## src/rtl/mac_sequencer.sv

```systemverilog
// ============================================================================
// Module      : mac_sequencer
// Description : Dot-product sequencer. Accepts a vector length, pulls signed
//               16-bit operand pairs over a valid/ready handshake, drives an
//               external fixed-latency sequential multiplier and accumulates
//               the 32-bit products into a 40-bit accumulator. The result is
//               presented on a valid/ready output port.
// Options     : MAC_SAT_EN - when defined, the result presented in DONE is
//               clamped to the signed 32-bit range and out_ovf flags clamping.
//               When undefined, out_data is the raw wrapping accumulator and
//               out_ovf is tied low.
// Revision    : 1.0 - initial release
// ============================================================================
`default_nettype none

module mac_sequencer #(
  parameter int MUL_LATENCY = 34,
  parameter int VEC_LEN_W   = 8
) (
  input  logic                 clk,
  input  logic                 rst,
  input  logic                 cmd_start,
  input  logic [VEC_LEN_W-1:0] vec_len,
  output logic                 busy,
  input  logic                 in_valid,
  output logic                 in_ready,
  input  logic [15:0]          in_a,
  input  logic [15:0]          in_b,
  output logic                 mul_start,
  output logic [15:0]          mul_multiplier,
  output logic [15:0]          mul_multiplicand,
  input  logic [31:0]          mul_product,
  output logic                 out_valid,
  input  logic                 out_ready,
  output logic [39:0]          out_data,
  output logic                 out_ovf
);

  // Wait counter only needs to count 0 .. MUL_LATENCY-1.
  localparam int WAIT_CW = (MUL_LATENCY > 1) ? $clog2(MUL_LATENCY) : 1;
  localparam logic [WAIT_CW-1:0] WAIT_LAST = WAIT_CW'(MUL_LATENCY - 1);

  typedef enum logic [2:0] {
    IDLE  = 3'd0,
    LOAD  = 3'd1,
    ISSUE = 3'd2,
    WAIT  = 3'd3,
    ACCUM = 3'd4,
    DONE  = 3'd5
  } state_t;

  state_t               state;
  state_t               state_nxt;

  logic [VEC_LEN_W-1:0] len_reg;
  logic [VEC_LEN_W-1:0] elem_cnt;
  logic [VEC_LEN_W-1:0] elem_cnt_inc;
  logic [WAIT_CW-1:0]   wait_cnt;
  logic [15:0]          op_a;
  logic [15:0]          op_b;
  logic [39:0]          acc;
  logic [39:0]          product_ext;
  logic                 last_elem;
  logic                 wait_done;

  assign elem_cnt_inc = elem_cnt + 1'b1;
  assign last_elem    = (elem_cnt_inc == len_reg);
  assign wait_done    = (wait_cnt == WAIT_LAST);
  assign product_ext  = {{8{mul_product[31]}}, mul_product};

  // State register; asynchronous reset aborts any command, even mid-multiply.
  always_ff @(posedge clk or posedge rst) begin
    if (rst) begin
      state <= IDLE;
    end else begin
      state <= state_nxt;
    end
  end

  // Next-state decode and the state-decoded control outputs.
  always_comb begin
    state_nxt = state;
    in_ready  = 1'b0;
    mul_start = 1'b0;
    out_valid = 1'b0;
    busy      = 1'b1;
    case (state)
      IDLE: begin
        busy = 1'b0;
        if (cmd_start) begin
          state_nxt = (vec_len == '0) ? DONE : LOAD;
        end
      end
      LOAD: begin
        in_ready = 1'b1;
        if (in_valid) begin
          state_nxt = ISSUE;
        end
      end
      ISSUE: begin
        mul_start = 1'b1;
        state_nxt = WAIT;
      end
      WAIT: begin
        if (wait_done) begin
          state_nxt = ACCUM;
        end
      end
      ACCUM: begin
        state_nxt = last_elem ? DONE : LOAD;
      end
      DONE: begin
        // cmd_start is deliberately not looked at here.
        out_valid = 1'b1;
        if (out_ready) begin
          state_nxt = IDLE;
        end
      end
      default: begin
        state_nxt = IDLE;
      end
    endcase
  end

  // Command capture, element counting and accumulation.
  always_ff @(posedge clk or posedge rst) begin
    if (rst) begin
      len_reg  <= '0;
      elem_cnt <= '0;
      acc      <= '0;
    end else begin
      if (state == IDLE && cmd_start) begin
        len_reg  <= vec_len;
        elem_cnt <= '0;
        acc      <= '0;
      end else if (state == ACCUM) begin
        elem_cnt <= elem_cnt_inc;
        acc      <= acc + product_ext;
      end
    end
  end

  // Multiplier latency counter: counts the cycles spent in WAIT.
  always_ff @(posedge clk or posedge rst) begin
    if (rst) begin
      wait_cnt <= '0;
    end else if (state == WAIT) begin
      wait_cnt <= wait_done ? '0 : wait_cnt + 1'b1;
    end else begin
      wait_cnt <= '0;
    end
  end

  // Operand registers; only written on the LOAD handshake so they stay
  // frozen while the multiplier works on them.
  always_ff @(posedge clk or posedge rst) begin
    if (rst) begin
      op_a <= '0;
      op_b <= '0;
    end else if (state == LOAD && in_valid) begin
      op_a <= in_a;
      op_b <= in_b;
    end
  end

  assign mul_multiplier   = op_a;
  assign mul_multiplicand = op_b;

`ifdef MAC_SAT_EN
  logic sat_pos;
  logic sat_neg;

  // Above +2^31-1: positive with any of bits 38..31 set.
  // Below -2^31  : negative with any of bits 38..31 clear.
  assign sat_pos = ~acc[39] & (|acc[38:31]);
  assign sat_neg =  acc[39] & ~(&acc[38:31]);

  // Clamp only the presented result; the accumulator itself keeps full range.
  always_comb begin
    out_data = acc;
    out_ovf  = 1'b0;
    if (state == DONE) begin
      if (sat_pos) begin
        out_data = 40'h00_7FFF_FFFF;
        out_ovf  = 1'b1;
      end else if (sat_neg) begin
        out_data = 40'hFF_8000_0000;
        out_ovf  = 1'b1;
      end
    end
  end
`else
  assign out_data = acc;
  assign out_ovf  = 1'b0;
`endif

endmodule

`default_nettype wire

```

## config.mk

```make
export PLATFORM = sky130hd
export DESIGN_NAME = mac_sequencer
export DESIGN_NICKNAME = d
export VERILOG_FILES = /design/src/rtl/mac_sequencer.sv
export SDC_FILE = /design/constraint.sdc
export NUM_CORES = 1
export LEC_CHECK = 0
export CAP_MARGIN = 5
export CORE_ASPECT_RATIO = 1.5
export CORE_UTILIZATION = 50
export DETAILED_ROUTE_END_ITERATION = 16
export PLACE_DENSITY_LB_ADDON = 0.2
export SLEW_MARGIN = 20
export SYNTH_ARGS = -nofsm -noshare
export SYNTH_HDL_FRONTEND = slang
export SYNTH_SLANG_ARGS = --single-unit
```

## constraint.sdc

```tcl
create_clock -name clk -period 4 [get_ports clk]
set_input_delay 0.8 -clock clk [delete_from_list [all_inputs] [get_ports clk]]
set_output_delay 0.8 -clock clk [all_outputs]
set_load 0.01 [all_outputs]
```

==> results.md <==
### Timing
- 3500 ps — time the final worst path needs with I/O delays and setup
- 1130 ps — slew at the pin closest to its max-slew limit
- no — setup repair after global routing missed its margin
- 7.45 ps — worst clock skew
- 0 ps — TNS Setup
- 0.286 GHz — maximum clock frequency
- 0 — final slew viol count
- 24.6% — Relative slew margins
- 0 — total of endpoints with negative setup slack in the final report
- 501 ps — Final Worst Setup Slack
- 87.5% — final worst-path cycle share
- 0 — final count of hold timing violations

### Power and ir drop
- 29.8% — Reg power frac
- 710 nW/um2 — power per cell area
- 0.00222 W — switching power
- 0.00341 W — Int Pwr
- 0.000330 V — Worst VDD drop
- 54.4% — share of total power in combinational logic
- 39.4% — Switching Fraction
- 0.00562 W — Power, Total
- 15.8% — clock group share of total power
- 3.52 nW — leakage power

### Synth
- 0 — EDFF count, synth
- 40.8% — post-synthesis sequential area ratio
- 55 — post-synth cell types
- 0 — number of synthesis warnings
- 97 — Synth Register Bits
- dfrtp_1 — top_reg_cell synth
- 9.60 um2 — average cell area after synthesis
- 740 — net count after synthesis
- 100% — async set or reset register ratio after synthesis
- 5950 um2 — post-synth design cell area
- 620 — number of standard cells after synthesis

### Critical path
- 3700 ps — crit path DAT
- 4200 ps — required time reported for the critical path endpoint
- input pin — kind of start point of the critical path
- register — type of destination of the critical path
- 4 — highest fanout seen on the critical path
- input pin to register — Crit Path Class

### Job
- 0 — max-cap viol count

### Floorplanning
- 12300 um2 — total die area
- 91.1 um — width of the chip
- 136 um — die span in y
- 154 — io pins
- 48 — Placement Rows
- 51.6% — starting density of the core
- 11500 um2 — Core Region

### GRT
- 0 — number of antenna violations at the first check in global routing
- 24.3 mm — global-route wire length before repair
- 24.7% — total track usage
- 5243 — via count of the first global-routing pass
- 64 — largest net degree at the start of global routing
- 0 — overflow left after global routing

### Drt
- 776 um — DR WL met3
- 5.86 mm — Metal-1 WL
- 0 — remaining antenna violation count after routing
- 14.9 mm — routed wire length
- met4 — highest signal layer in the routed design
- 239 — Detailed Route Iter0 Violations
- 7.85 mm — met2 wire length
- 4 — first-pass detailed-route iteration total
- 5282 — total number of vias
- 5.76 — Via-to-Cell Ratio
- 16.3 um — mean routed wirelength per cell
- 0 — residual DRC count

### Final layout
- 0 — number of antenna diodes
- 882 — Total Nets Final
- 7.43% — share of cells above drive strength 1
- 40 — flip-flop count of the largest register, all copies and words added
- 33.1% — area growth from synthesis to layout
- 917 — filler-free cell count of the finished design
- 940 — # fillers
- 68.7% — core utilization of the finished layout

### Placed design
- 0.920 — GP Congestion
- 124 ps — post-placement worst setup slack
- 901 — Cell Count Post-Placement
- 11.2 mm — post-detail-place hpwl
- 152 — count of input and output buffers

### Status
- finished clean — status

### CTS
- 9 — number of CTS-inserted buffers
- 0 — total of cells resized after clock tree synthesis
- 0 — post-CTS setup repair buffer count
- 3 — CTS HTree Levels
- clkbuf_16 — CTS Root Buffer Type
- 70 ps — clock transition at the register clock pins on the worst setup and hold paths after CTS
- 97 — sink count of the clock tree
- built — TritonCTS clock tree
- 0 — count of hold-fix buffers inserted at cts
- 2 — Max clock buf depth
- 340 ps — insertion delay of the later-clocked pin in the worst-skew pair

### Min path
- register to register — path class of the lowest-slack min-delay path

[stage by stage]
step	hold WS, ps	instance area, um2
floorplan	461	5950
global placement	469	7610
detailed placement	476	7610
CTS	491	7920
global route	503	7920
finish	485	7920
[cell usage after synthesis (3+ instances only)]
library cell,count,area [um2]
nand2_1,61,229
mux2_1,15,169
nand3_1,32,160
buf_1,4,15.0
inv_1,20,75.1
ha_1,42,526
a31oi_1,5,31.3
nand4_1,9,56.3
buf_4,3,22.5
o211ai_1,3,22.5
o21a_1,4,30.0
mux2_2,25,282
and2_1,4,25.0
nor3b_1,3,22.5
nor2b_1,4,25.0
dfrtp_1,97,2430
nor2_1,25,93.8
nor3_1,6,30.0
o21ai_1,27,135
xnor2_1,27,236
a21o_1,22,165
o221ai_1,3,26.3
and3_1,5,31.3
xor2_1,29,254
o21ai_0,43,215
a21oi_1,44,220
clkbuf_1,18,67.6
nor4_1,4,25.0
a211oi_1,3,22.5
[worst max-delay path, cell delays in order]
cell	delay, ps
clkdlybuf4s50_1	420
ha_1	230
inv_1	70
fa_1	200
inv_1	50
a21o_1	190
a211oi_2	330
o21ai_1	210
o311a_1	360
o41ai_2	450
o21ai_1	150
xnor2_1	170
o21ai_1	70
[worst paths after layout]
path                            slack (ps)                      startpoint  depth (start not counted)                              end
min in group asynchronous              900                             rst                          2  mul_multiplicand[1]$_DFFE_PP0P_
worst min-delay path                   480  mul_multiplier[11]$_DFFE_PP0P_                          1   mul_multiplier[11]$_DFFE_PP0P_
max in group asynchronous             2330                             rst                          3    mul_multiplier[7]$_DFFE_PP0P_
worst max register to register         990         out_data[0]$_DFFE_PP0P_                         12         out_data[32]$_DFFE_PP0P_
worst max-delay path                   500                  mul_product[0]                         13         out_data[32]$_DFFE_PP0P_
worst min register to register         480  mul_multiplier[11]$_DFFE_PP0P_                          1   mul_multiplier[11]$_DFFE_PP0P_
[area by class of cell]
class / instances / area [um2] / share of cell area [%]
flip-flops and latches: 97 / 2430 / 30.6
well taps: 150 / 188 / 2.37
clock buffers: 9 / 225 / 2.84
repair buffers: 157 / 1570 / 19.8
inverters: 20 / 76.3 / 0.964
clock inverters: 7 / 85.1 / 1.07
multi-input cells: 477 / 3350 / 42.3
[metal layers]
metal,vias up,global-route usage (%)
met1,2552,27.3
li1,2517,-
met5,-,0
met4,0,12.0
met3,31,3.42
met2,182,46.2
[power by group through the flow]
| stage | Sequential [W] | Combinational [W] | Clock (W) |
|---|---|---|---|
| finish | 0.00167 | 0.00306 | 0.000887 |
| global route | 0.00173 | 0.00334 | 0.000943 |
| CTS | 0.00168 | 0.00306 | 0.000909 |
| detailed placement | 0.00169 | 0.00303 | 0 |
| global placement | 0.00166 | 0.00297 | 0 |
| floorplan | 0.00177 | 0.00175 | 0 |
[kinds of logic (layout without fill, tap and decap cells)]
family                   count (synthesis)  count (layout)  share of synthesized area (%)
AO/OA/AOI/OAI                          177             177                           18.4
AND/OR/NAND/NOR                        159             159                           12.5
flip-flops                              97              97                           40.8
XOR/XNOR                                56              56                           8.24
buffers and inverters                   46             193                           3.11
adder cells (fa/ha/maj)                 43              43                           9.17
multiplexers                            41              41                           7.74
other                                    1               1                         0.0630
[layout by cell type, fill, tap and decap left out, types with 3 or more instances in the layout]
cell	count
nand4_1	9
nor2_1	25
and3_1	5
and2_1	4
o21ai_1	27
ha_1	42
a31oi_1	5
o221ai_1	3
nor3_1	6
nor2b_1	4
nor3b_1	3
nand3_1	32
inv_6	3
a21o_1	22
a211oi_1	3
mux2_1	15
inv_1	19
nand2_1	60
nor4_1	4
dfrtp_1	97
o211ai_1	3
buf_4	4
xnor2_1	27
o21ai_0	43
clkdlybuf4s50_1	152
xor2_1	29
clkbuf_16	9
a21oi_1	43
mux2_2	25
o21a_1	4
(Power assumes the default switching activity.)
